File: src/rtl/keypad4x4_scan_pkg.sv
// Shared constants for the 4x4 keypad scanner: key map, FSM encoding, idle column pattern.
package keypad4x4_scan_pkg;

  localparam logic [1:0] ST_SCAN     = 2'd0;
  localparam logic [1:0] ST_DEBOUNCE = 2'd1;
  localparam logic [1:0] ST_HELD     = 2'd2;
  localparam logic [1:0] ST_RELEASE  = 2'd3;

  typedef logic [1:0] fsm_state_t;

  localparam logic [3:0] ROW_IDLE = 4'hF;

  // KEYMAP[row][col]; each 16-bit group is one row, col3 in the top nibble.
  localparam logic [3:0][3:0][3:0] KEYMAP = {16'hDF0E, 16'hC987, 16'hB654, 16'hA321};

  function automatic logic [1:0] low_col(input logic [3:0] col);
    logic [1:0] idx;
    idx = 2'd0;
    if (!col[0])      idx = 2'd0;
    else if (!col[1]) idx = 2'd1;
    else if (!col[2]) idx = 2'd2;
    else if (!col[3]) idx = 2'd3;
    return idx;
  endfunction

  function automatic logic [1:0] row_index(input logic [3:0] row);
    logic [1:0] idx;
    case (row)
      4'b1101: idx = 2'd1;
      4'b1011: idx = 2'd2;
      4'b0111: idx = 2'd3;
      default: idx = 2'd0;
    endcase
    return idx;
  endfunction

endpackage

File: src/rtl/keypad_debounce_cnt.sv
// Tick-qualified saturating run-length counter; done flags the tick that completes TICKS samples.
module keypad_debounce_cnt #(
  parameter int unsigned TICKS = 4
) (
  input  logic Clk,
  input  logic Reset,
  input  logic tick,
  input  logic start,
  input  logic match,
  output logic done
);

  localparam logic [3:0] LAST = 4'(TICKS - 1);
  localparam logic [3:0] FULL = 4'(TICKS);

  logic [3:0] count;

  always_ff @(posedge Clk or posedge Reset) begin
    if (Reset) begin
      count <= 4'd0;
    end else if (tick) begin
      if (start)
        count <= 4'd1;
      else if (match) begin
        if (count != FULL)
          count <= count + 4'd1;
      end else
        count <= 4'd0;
    end
  end

  // The starting sample already counts as one, so TICKS==1 completes on start.
  assign done = tick & (start ? (TICKS == 1) : (match & (count == LAST)));

endmodule

File: src/rtl/keypad4x4_scan.sv
// 4x4 active-low keypad scanner: row scan, debounce, hex encode, 32-bit entry shift register.
module keypad4x4_scan
  import keypad4x4_scan_pkg::*;
#(
  parameter int unsigned SCAN_DIV_W     = 15,
  parameter int unsigned DEBOUNCE_TICKS = 4
) (
  input  logic        Clk,
  input  logic        Reset,
  input  logic        Cs,
  input  logic        Clr,
  input  logic [3:0]  I_Col,
  output logic [3:0]  O_Row,
  output logic [3:0]  O_Key,
  output logic        O_Valid,
  output logic        O_Key_Pulse,
  output logic [31:0] O_Data
);

  localparam logic [SCAN_DIV_W-1:0] PRESC_ONE = {{(SCAN_DIV_W-1){1'b0}}, 1'b1};

  logic [3:0]            col_meta;
  logic [3:0]            col_s;
  logic [SCAN_DIV_W-1:0] presc;
  logic                  tick;
  fsm_state_t            state;
  logic [1:0]            key_row;
  logic [1:0]            key_col;
  logic                  col_idle;
  logic [1:0]            cur_row;
  logic [1:0]            cur_col;
  logic                  cnt_start;
  logic                  cnt_match;
  logic                  cnt_done;
  logic                  accept;
  logic [3:0]            acc_code;

  always_ff @(posedge Clk or posedge Reset) begin
    if (Reset) begin
      col_meta <= ROW_IDLE;
      col_s    <= ROW_IDLE;
      presc    <= '0;
    end else begin
      col_meta <= I_Col;
      col_s    <= col_meta;
      presc    <= presc + PRESC_ONE;
    end
  end

  assign tick     = &presc;
  assign col_idle = (col_s == ROW_IDLE);
  assign cur_row  = row_index(O_Row);
  assign cur_col  = low_col(col_s);

  always_comb begin
    cnt_start = 1'b0;
    cnt_match = 1'b0;
    case (state)
      ST_SCAN:     cnt_start = !col_idle;
      ST_DEBOUNCE: cnt_match = !col_idle && (cur_col == key_col);
      ST_HELD:     cnt_start = col_idle;
      default:     cnt_match = col_idle;
    endcase
  end

  keypad_debounce_cnt #(
    .TICKS (DEBOUNCE_TICKS)
  ) u_cnt (
    .Clk   (Clk),
    .Reset (Reset),
    .tick  (tick),
    .start (cnt_start),
    .match (cnt_match),
    .done  (cnt_done)
  );

  // In SCAN the key position is not latched yet, so encode from the live row/column.
  assign accept   = cnt_done && ((state == ST_SCAN) || (state == ST_DEBOUNCE));
  assign acc_code = (state == ST_SCAN) ? KEYMAP[cur_row][cur_col] : KEYMAP[key_row][key_col];

  always_ff @(posedge Clk or posedge Reset) begin
    if (Reset) begin
      state   <= ST_SCAN;
      O_Row   <= 4'b1110;
      key_row <= 2'd0;
      key_col <= 2'd0;
    end else if (tick) begin
      case (state)
        ST_SCAN: begin
          if (col_idle)
            O_Row <= {O_Row[2:0], O_Row[3]};
          else begin
            key_row <= cur_row;
            key_col <= cur_col;
            state   <= cnt_done ? ST_HELD : ST_DEBOUNCE;
          end
        end
        ST_DEBOUNCE: begin
          if (cnt_match) begin
            if (cnt_done)
              state <= ST_HELD;
          end else
            state <= ST_SCAN;
        end
        ST_HELD: begin
          if (col_idle)
            state <= ST_RELEASE;
        end
        default: begin
          if (!col_idle)
            state <= ST_HELD;
          else if (cnt_done) begin
            state <= ST_SCAN;
            O_Row <= {O_Row[2:0], O_Row[3]};
          end
        end
      endcase
    end
  end

  always_ff @(posedge Clk or posedge Reset) begin
    if (Reset) begin
      O_Key       <= 4'h0;
      O_Valid     <= 1'b0;
      O_Key_Pulse <= 1'b0;
      O_Data      <= 32'h0;
    end else begin
      O_Key_Pulse <= accept;
      if (accept) begin
        O_Key   <= acc_code;
        O_Valid <= 1'b1;
        O_Data  <= Clr ? {28'h0, acc_code} : {O_Data[27:0], acc_code};
      end else begin
        if (Cs)
          O_Valid <= 1'b0;
        if (Clr)
          O_Data <= 32'h0;
      end
    end
  end

endmodule

File: config.mk
export PLATFORM = sky130hd
export DESIGN_NAME = keypad4x4_scan
export DESIGN_NICKNAME = d
export VERILOG_FILES = /design/src/rtl/keypad4x4_scan_pkg.sv /design/src/rtl/keypad_debounce_cnt.sv /design/src/rtl/keypad4x4_scan.sv
export SDC_FILE = /design/constraint.sdc
export NUM_CORES = 1
export LEC_CHECK = 0
export BUFFER_PORTS_ARGS = -buffer_cell sky130_fd_sc_hd__buf_2
export CORE_ASPECT_RATIO = 1.4
export CORE_UTILIZATION = 40
export DETAILED_ROUTE_END_ITERATION = 16
export SLEW_MARGIN = 10
export SYNTH_ARGS = -nofsm -noshare
export SYNTH_HDL_FRONTEND = slang
export SYNTH_SLANG_ARGS = --single-unit
File: constraint.sdc
create_clock -name Clk -period 7.1 [get_ports Clk]
set_input_delay 0.71 -clock Clk [delete_from_list [all_inputs] [get_ports Clk]]
set_output_delay 0.71 -clock Clk [all_outputs]
set_load 0.02 [all_outputs]
==> metrics <==
worst endpoint required time 7320 ps; Antenna Cells 0; final worst path period share 0.377; DRT iter0 DRCs 158; post-synthesis mux area share 0.0305; Num CTS Buffers 9; total clock sinks 75; WL/cell 14.2 um; final RePlAce weighted congestion 0.825; Max Freq 0.374 GHz; # resized after CTS 0; CP max-delay cell a2111oi_4; Cell Pwr Density 228 nW/um^2; cell count after synthesis 374; nets@finish 434; vias post-DR 2,775; status finished clean; core area 8660 um^2; register area 1890 um^2; first-pass GRT wire length 12,500 um; Cell Area, Placed 3940 um^2; Compound-Gate Fraction of Synth Area 0.159; final instance area 4280 um^2; Setup Total Neg Slack 0 ps; worst skew pair latency 340 ps; Hold Crit Class flop to flop; final WL 7480 um; Std-Cell Rows 40; largest fanout on the critical path 11; Starting Density 0.417; reg2reg setup slack 4420 ps; leakage 2.01 nW; Pre-Repair DR Iteration Count 4; final hold violation count 0; Post-Synth Adder-Cell Area 0.0243; GRT Total Usage 0.177; # setup viols final 0; post-synthesis simple-gate area fraction 0.188; vias in the first global route 2,614; Async S/R FF share, synth 1.00; max-slew violation count 0; sequential area share after synthesis 0.524; worst hold stages 0; setup slack after layout 4420 ps; CP Buf/Inv Count 0; Worst-Margin Slew 942 ps; dpl cells 513; post-route ant nets 0; fill cell count 810; CTS Hold Bufs 0; mean post-synth cell area 9.65 um^2; RSZ-0062 raised after global routing false; H-tree levels 3; CTS Buffer Depth 2; largest net degree at the start of global routing 76; Total Power 977 uW; detailed-route DRC error count 0; non-filler instance count after layout 528; IO Count 50; Die X 82.3 um; Critical Path Start Type flop; CTS root buffer clkbuf_16; die span in y 114 um; Detailed Place HPWL 5140 um; Hold Startpoint col_meta[0]; Slew headroom 0.372; largest family of logic cells by synthesized area simple AND/OR/NAND/NOR gates; ordered list of cells on the worst path or2_4 > a2111oi_4 > o31ai_2 > or2_4 > a2111oi_4 > mux2_1; Synth Cell Area 3610 um^2; Worst Setup End Kind flop; max incr delay on CP 520 ps; port bufs 49; Synth Register Bits 75; dpl ws 4390 ps; post-layout util 0.494; number of setup buffers added after CTS 0; Peak VDD IR 0.162 mV; syn_nets 389; worst r2r dst O_Row[0]; kind of critical path flop to flop; clock skew 7.48 ps; delay-heaviest family, CP compound AO/OA/AOI/OAI gates; initial antenna violation count 0; EDFF count, synth 0; share of post-route cells with drive strength above 1 0.220; CTS tree built; cells on worst reg2reg path 6; Max-Cap Viols 0; grt ovf 0; clock-pin slew on the worst setup and hold paths 60 ps; FF-to-FF Start key_col[0]; Tmin final 2680 ps; area taken by multi-input logic gates 1600 um^2; number of library cell types mapped by synthesis 52; YS warnings 0; Crit. path cell count 6; routed vias/inst 5.26; Area growth, synth to finish 18.5%; Synth Area in XOR/XNOR 0.0388; Die Area 9410 um^2; worst hold margin 356 ps; ys flop type dfrtp_1; critical path arrival 2900 ps; Hold EP col_s[0]
## worst max-delay path by stage
stage                          start        end
after floorplan                Reset  O_Data[0]
after global placement    key_col[0]   O_Row[0]
after detailed placement    presc[0]  O_Data[1]
after CTS                   presc[0]  O_Data[1]
after global routing        presc[0]  O_Data[1]
final                     key_col[0]   O_Row[0]
## layout by cell type, fill, tap and decap left out, types with 3 or more instances in the layout
cell        n
mux2_1      4
o21ai_0    16
nor3_1      3
dfstp_2    11
xnor2_1    10
mux2_2      4
nor2_1     23
nand2b_1    6
ha_1        7
nand3_1     6
a211oi_1    3
xor2_1      6
nand4_1     3
o22ai_1     3
a21o_1      5
bufinv_16   3
clkbuf_16   9
buf_2      49
inv_1      13
a31oi_1     3
buf_4       3
nand3b_1    3
a21oi_1    37
nand2_1    84
dfrtp_1    64
## cell type report
| type | count | area share |
|---|---|---|
| inverters | 14 | 0.0123 |
| well taps | 105 | 0.0307 |
| clock inverters | 6 | 0.0269 |
| clock buffers | 9 | 0.0526 |
| multi-input cells | 267 | 0.373 |
| repair buffers | 52 | 0.0626 |
| flip-flops and latches | 75 | 0.442 |
## cell families (layout without fill, tap and decap cells)
family / Yosys count / after routing
xor gates and xnor gates: 16 / 16
muxes: 10 / 10
buffers and inverters: 32 / 81
adders and majority gates: 7 / 7
and+or+nand+nor: 147 / 147
DFF: 75 / 75
AOI/OAI and AO/OA: 87 / 87
## per-layer routing
layer	wire (um)	share of wire	global-route usage	vias up
met3	362	0.048	0.0478	20
met1	3280	0.44	0.220	1311
li1	-	-	-	1369
met4	253	0.034	0.105	0
met2	3580	0.48	0.271	75
met5	0	0	0	-
## Yosys cell counts (4+ instances only)
library cell	n	area, um^2
nand2_1	84	315
dfrtp_1	64	1600
a21oi_1	37	185
nor2_1	23	86.3
o21ai_0	16	80.1
inv_1	14	52.6
clkbuf_1	11	41.3
dfstp_2	11	289
xnor2_1	10	87.6
buf_2	7	35.0
ha_1	7	87.6
nand2b_1	6	37.5
nand3_1	6	30.0
xor2_1	6	52.6
a21o_1	5	37.5
mux2_1	4	45.0
mux2_2	4	45.0
nor3_1	4	20.0
## state kept, by name (all words and copies together) (netlist names)
| signal | flops |
|---|---|
| O_Key | 4 |
| O_Row | 4 |
| state | 2 |
| O_Data | 32 |
| O_Key_Pulse | 1 |
| col_meta | 4 |
| u_cnt.count | 4 |
| key_row | 2 |
| key_col | 2 |
| presc | 15 |
| O_Valid | 1 |
| col_s | 4 |
## power by group
group          switching (mW)  internal (mW)
registers             0.00249          0.432
clock network           0.181          0.342
logic                  0.0148        0.00466
Power figures use the tool's default switching activity.
